===== src/rtl/imem_loader.sv =====
// Instruction memory loader: takes a length-prefixed, checksummed word stream from the
// host, writes it into the instruction memory, and keeps the CPU in reset until a load
// has been length-checked and checksum-verified.
module imem_loader #(
  parameter int unsigned ADDR_W         = 10,
  parameter int unsigned DATA_W         = 10,
  parameter int unsigned BASE_ADDR      = 0,
  parameter int unsigned TIMEOUT_CYCLES = 1000
) (
  input  logic              clk,
  input  logic              rst,
  input  logic              start,
  input  logic              in_valid,
  input  logic [DATA_W-1:0] in_data,
  output logic              in_ready,
  output logic              imem_we,
  output logic [ADDR_W-1:0] imem_addr,
  output logic [DATA_W-1:0] imem_wdata,
  output logic              cpu_hold,
  output logic              done,
  output logic              error,
  output logic [1:0]        err_code
);

  localparam int unsigned CntW = $clog2(TIMEOUT_CYCLES + 1);

  localparam logic [1:0] ErrNone     = 2'b00;
  localparam logic [1:0] ErrZeroLen  = 2'b01;
  localparam logic [1:0] ErrChecksum = 2'b10;
  localparam logic [1:0] ErrTimeout  = 2'b11;

  typedef enum logic [2:0] {StIdle, StLen, StData, StCheck, StDone, StError} state_e;

  state_e            state_q, state_d;
  logic [DATA_W-1:0] len_q, len_d;
  logic [DATA_W-1:0] idx_q, idx_d;
  logic [DATA_W-1:0] sum_q, sum_d;
  logic [CntW-1:0]   idle_q, idle_d;
  logic [1:0]        err_code_d;
  logic              accept;
  logic              idle_expired;

  logic              in_ready_d, imem_we_d, cpu_hold_d, done_d, error_d;
  logic [ADDR_W-1:0] imem_addr_d;
  logic [DATA_W-1:0] imem_wdata_d;

  // in_ready is registered from the next state, so it is high exactly in LEN/DATA/CHECK
  assign accept       = in_valid & in_ready;
  assign idle_expired = (idle_q == CntW'(TIMEOUT_CYCLES - 1));

  // State, length, index, running checksum and idle counter registers
  always_ff @(posedge clk or negedge rst) begin
    if (!rst) begin
      state_q <= StIdle;
      len_q   <= '0;
      idx_q   <= '0;
      sum_q   <= '0;
      idle_q  <= '0;
    end else begin
      state_q <= state_d;
      len_q   <= len_d;
      idx_q   <= idx_d;
      sum_q   <= sum_d;
      idle_q  <= idle_d;
    end
  end

  // Next-state logic: stream parsing, checksum accumulation and idle timeout
  always_comb begin
    state_d    = state_q;
    len_d      = len_q;
    idx_d      = idx_q;
    sum_d      = sum_q;
    idle_d     = idle_q;
    err_code_d = err_code;
    unique case (state_q)
      StIdle: begin
        if (start) begin
          state_d = StLen;
          idle_d  = '0;
        end
      end
      StLen: begin
        if (accept) begin
          if (in_data == '0) begin
            state_d    = StError;
            err_code_d = ErrZeroLen;
          end else begin
            state_d = StData;
            len_d   = in_data;
            idx_d   = '0;
            sum_d   = '0;
          end
        end
      end
      StData: begin
        if (accept) begin
          sum_d = sum_q + in_data;
          idx_d = idx_q + DATA_W'(1);
          if (idx_d == len_q) state_d = StCheck;
        end
      end
      StCheck: begin
        if (accept) begin
          if (in_data == sum_q) begin
            state_d = StDone;
          end else begin
            state_d    = StError;
            err_code_d = ErrChecksum;
          end
        end
      end
      StDone, StError: begin
        if (start) begin
          state_d    = StLen;
          err_code_d = ErrNone;
          idle_d     = '0;
        end
      end
      default: state_d = StIdle;
    endcase
    // An accept in the expiry cycle wins over the timeout
    if (state_q inside {StLen, StData, StCheck}) begin
      if (accept) begin
        idle_d = '0;
      end else if (idle_expired) begin
        state_d    = StError;
        err_code_d = ErrTimeout;
      end else begin
        idle_d = idle_q + CntW'(1);
      end
    end
  end

  // Output next values; memory write issued the cycle after each DATA accept
  always_comb begin
    in_ready_d   = state_d inside {StLen, StData, StCheck};
    done_d       = (state_d == StDone);
    error_d      = (state_d == StError);
    cpu_hold_d   = (state_d != StDone);
    imem_we_d    = (state_q == StData) && accept;
    imem_addr_d  = imem_addr;
    imem_wdata_d = imem_wdata;
    if (imem_we_d) begin
      imem_addr_d  = ADDR_W'(BASE_ADDR + 32'(idx_q));
      imem_wdata_d = in_data;
    end
  end

  // Registered outputs
  always_ff @(posedge clk or negedge rst) begin
    if (!rst) begin
      in_ready   <= 1'b0;
      imem_we    <= 1'b0;
      imem_addr  <= '0;
      imem_wdata <= '0;
      cpu_hold   <= 1'b1;
      done       <= 1'b0;
      error      <= 1'b0;
      err_code   <= ErrNone;
    end else begin
      in_ready   <= in_ready_d;
      imem_we    <= imem_we_d;
      imem_addr  <= imem_addr_d;
      imem_wdata <= imem_wdata_d;
      cpu_hold   <= cpu_hold_d;
      done       <= done_d;
      error      <= error_d;
      err_code   <= err_code_d;
    end
  end

endmodule


===== config.mk =====
export PLATFORM = sky130hd
export DESIGN_NAME = imem_loader
export DESIGN_NICKNAME = d
export VERILOG_FILES = /design/src/rtl/imem_loader.sv
export SDC_FILE = /design/constraint.sdc
export NUM_CORES = 1
export LEC_CHECK = 0
export BUFFER_PORTS_ARGS = -buffer_cell sky130_fd_sc_hd__buf_2
export CORE_MARGIN = 2
export CORE_UTILIZATION = 55
export DETAILED_ROUTE_END_ITERATION = 8
export HOLD_SLACK_MARGIN = 0.03
export PLACE_DENSITY = 0.76
export REMOVE_ABC_BUFFERS = 1
export SYNTH_ARGS = -nofsm -noshare
export SYNTH_HDL_FRONTEND = slang
export SYNTH_SLANG_ARGS = --single-unit

===== constraint.sdc =====
create_clock -name clk -period 2.53 [get_ports clk]
set_input_delay 0.506 -clock clk [delete_from_list [all_inputs] [get_ports clk]]
set_output_delay 0.506 -clock clk [all_outputs]
set_load 0.005 [all_outputs]

==> metrics.csv <==
stage;metric;value;unit
finish;design area;4210;µm²
placement;number of I/O port buffers;40;
detailed_routing;drc violations;0;
setup_path;Worst EP arrival;2.53;ns
placement;Post-DP HPWL;5690;µm
pwr;Static Leak;2.08;nW
synth;Async S/R FF share, synth;1.00;
synth;Post-synth EDFFs;0;
setup_path;CP startpoint kind;flip-flop;
detailed_routing;Routed Antenna Nets;0;
finish;Fill cells;533;
run_status;status;finished clean;
setup_path;reg2reg path depth;6;
finish;synth-to-layout area growth;14.9;%
setup_path;Setup crit end kind;flip-flop;
die;die width;85.6;µm
clock_tree;# resized after CTS;0;
die;# IOs;41;
placement;Placed Area;4000;µm²
finish;# nets final;464;
finish;diodes inserted;0;
clock_tree;H-tree levels;3;
placement;placed insts;504;
global_routing;GRT overflow;0;
pwr;sequential share of power;0.388;
setup_path;Crit path depth;6;
worst_hold_path;worst min path class;in2async;
synth;Cell Area, Synth;3660;µm²
synth;register area share after synthesis;0.478;
synth;Top FF cell, synth;dfrtp_1;
pwr;Pwr Total;0.00432;W
global_routing;GRT Resource Usage Total;0.238;
setup_path;Slowest cell on crit path;or3b_1;
sta;max frequency;0.438;GHz
sta;Layout Skew;0.0134;ns
detailed_routing;Starting DRT DRC Count;126;
finish;commonest cells after routing, fill and taps aside;nand2_1, dfrtp_1, buf_2;
pwr;switching power;0.00157;W
setup_path;Worst EP required;2.78;ns
clock_tree;CTS root buf;clkbuf_8;
clock_tree;TritonCTS Sinks;70;
setup_path;Crit path largest cell delay;0.49;ns
flow_run;max-cap violations;0;
clock_tree;Clock Latency Late Sink;0.34;ns
sta;Period Utilization, post-route;0.901;
pwr;PwrDens;1030;nW/µm²
pwr;worst vdd ir;0.000623;V
detailed_routing;WL/cell;15.2;µm
detailed_routing;Vias/cell;5.90;
finish;share of cells above drive strength 1;0.185;
die;num rows;29;
sta;Worst-Margin Slew;0.651;ns
clock_tree;Post-CTS Repair Setup Buffers;0;
clock_tree;clock buffer depth;2;
global_routing;vias in the first global route;2908;
setup_path;worst-path cell chain;or3b_1 -> or2_1 -> nor4_2 -> nand4_1 -> o31a_1 -> a31oi_1;
sta;Setup-failing EPs final;0;
pwr;Clk pwr share;0.224;
pwr;Internal;0.00275;W
sta;Final min period;2.28;ns
detailed_routing;via count;3066;
pwr;Net Sw Frac;0.364;
global_routing;antenna violations before repair;0;
sta;Final Hold Fails;0;
setup_path;Crit Path Max Fanout;8;
pwr;combinational share of power;0.388;
clock_tree;hold buffers post-CTS;0;
finish;most common cell after layout, fill and taps aside;nand2_1;
finish;final non-filler cell total;520;
clock_tree;clk slew on worst S/H paths;0.08;ns
synth;Synth Register Bits;70;
synth;post-synth cell types;57;
detailed_routing;first drt pass iteration count;5;
synth;post-synthesis cell count;390;
clock_tree;CTS tree;built;
clock_tree;total CTS buffers;9;
setup_path;CP Buf/Inv Count;0;
die;full die area;7330;µm²
setup_path;WS Path Type;reg2reg;
global_routing;first-pass GRT wire length;13800;µm
setup_path;delay-heaviest family, CP;simple AND/OR/NAND/NOR gates;
sta;fin. max-slew vios;0;
sta;unrepaired setup endpoints after global routing;false;
die;CORE AREA;6390;µm²
synth;Synthesis Warnings;0;
global_routing;maximum number of pins on one net before global-route repair;45;
die;chip height;85.6;µm
detailed_routing;Routed WL;7910;µm
sta;relative slew slack;0.562;
synth;Avg Synthesized Cell Area;9.39;µm²
sta;total negative setup slack;0;ns
placement;gpl congestion;0.875;
die;initial core utilization;0.574;
cell type report:
| cell class | count | area, µm² | area share |
|---|---|---|---|
| clock inverter | 6 | 86.3 | 0.0205 |
| tap | 77 | 96.3 | 0.0229 |
| timing repair buffer | 53 | 310 | 0.0737 |
| multi-input combinational | 299 | 1820 | 0.432 |
| clock buffer | 10 | 128 | 0.0303 |
| inverter | 5 | 18.8 | 0.00446 |
| sequential | 70 | 1750 | 0.416 |
sequential cells by signal (all words and copies together), names as in the netlist:
| register | cells |
|---|---|
| done | 1 |
| idle_q | 10 |
| cpu_hold | 1 |
| sum_q | 10 |
| len_q | 10 |
| idx_q | 10 |
| in_ready | 1 |
| err_code | 2 |
| imem_wdata | 10 |
| imem_we | 1 |
| imem_addr | 10 |
| state_q | 3 |
| error | 1 |
synthesized netlist by cell type (all sizes together), types with 5 or more instances:
cell type / n / share of area
a21oi: 12 / 0.016
a31oi: 5 / 0.0085
and3: 6 / 0.010
buf: 5 / 0.0089
clkbuf: 11 / 0.012
dfrtp: 69 / 0.47
ha: 11 / 0.038
inv: 5 / 0.0051
mux2: 10 / 0.031
nand2: 92 / 0.094
nand3: 13 / 0.018
nand4: 8 / 0.014
nor2: 22 / 0.023
o21ai: 29 / 0.040
o31ai: 6 / 0.012
xnor2: 16 / 0.038
xor2: 12 / 0.029
through the flow:
stage | hold WS, ns | worst slack (ns) | utilization
floorplan | 0.210 | -0.725 | -
global placement | 0.451 | 0.192 | 0.626
detailed placement | 0.458 | 0.105 | 0.626
CTS | 0.169 | 0.245 | 0.659
global route | 0.211 | 0.0683 | 0.659
finish | 0.162 | 0.249 | 0.659
layer usage:
layer,part of all wire,GRT usage,wire length [µm],vias up
met3,0.048,0.0375,379,21
li1,-,-,-,1464
met5,0,0,0,-
met4,0.021,0.0938,166,0
met2,0.47,0.367,3740,106
met1,0.46,0.339,3630,1475
worst paths after layout:
path	from	endpoint	slack [ns]
worst max-delay path	state_q[0]	in_ready	0.25
worst min-delay path	rst	imem_addr[3]	0.16
worst max register to register	state_q[0]	in_ready	0.25
worst min register to register	imem_wdata[6]	imem_wdata[6]	0.47
max in group asynchronous	rst	sum_q[2]	1.72
min in group clk	in_data[8]	imem_wdata[8]	0.41
power by group through the flow:
stage	combinational (W)	sequential [W]	clock, W
after global placement	0.00161	0.00168	0
after global routing	0.00189	0.00172	0.00103
after floorplan	0.00115	0.00166	0
after detailed placement	0.00166	0.00169	0
final	0.00168	0.00168	0.000966
after CTS	0.00167	0.00167	0.000989
cell families after synthesis:
| logic type | share of synthesized area |
|---|---|
| buf+inv | 0.0256 |
| xor+xnor | 0.0669 |
| fa+ha+maj | 0.0430 |
| mux | 0.0362 |
| compound gates | 0.137 |
| simple gates | 0.213 |
| flops | 0.478 |
Note: power is estimated with default switching activity, not from simulation.
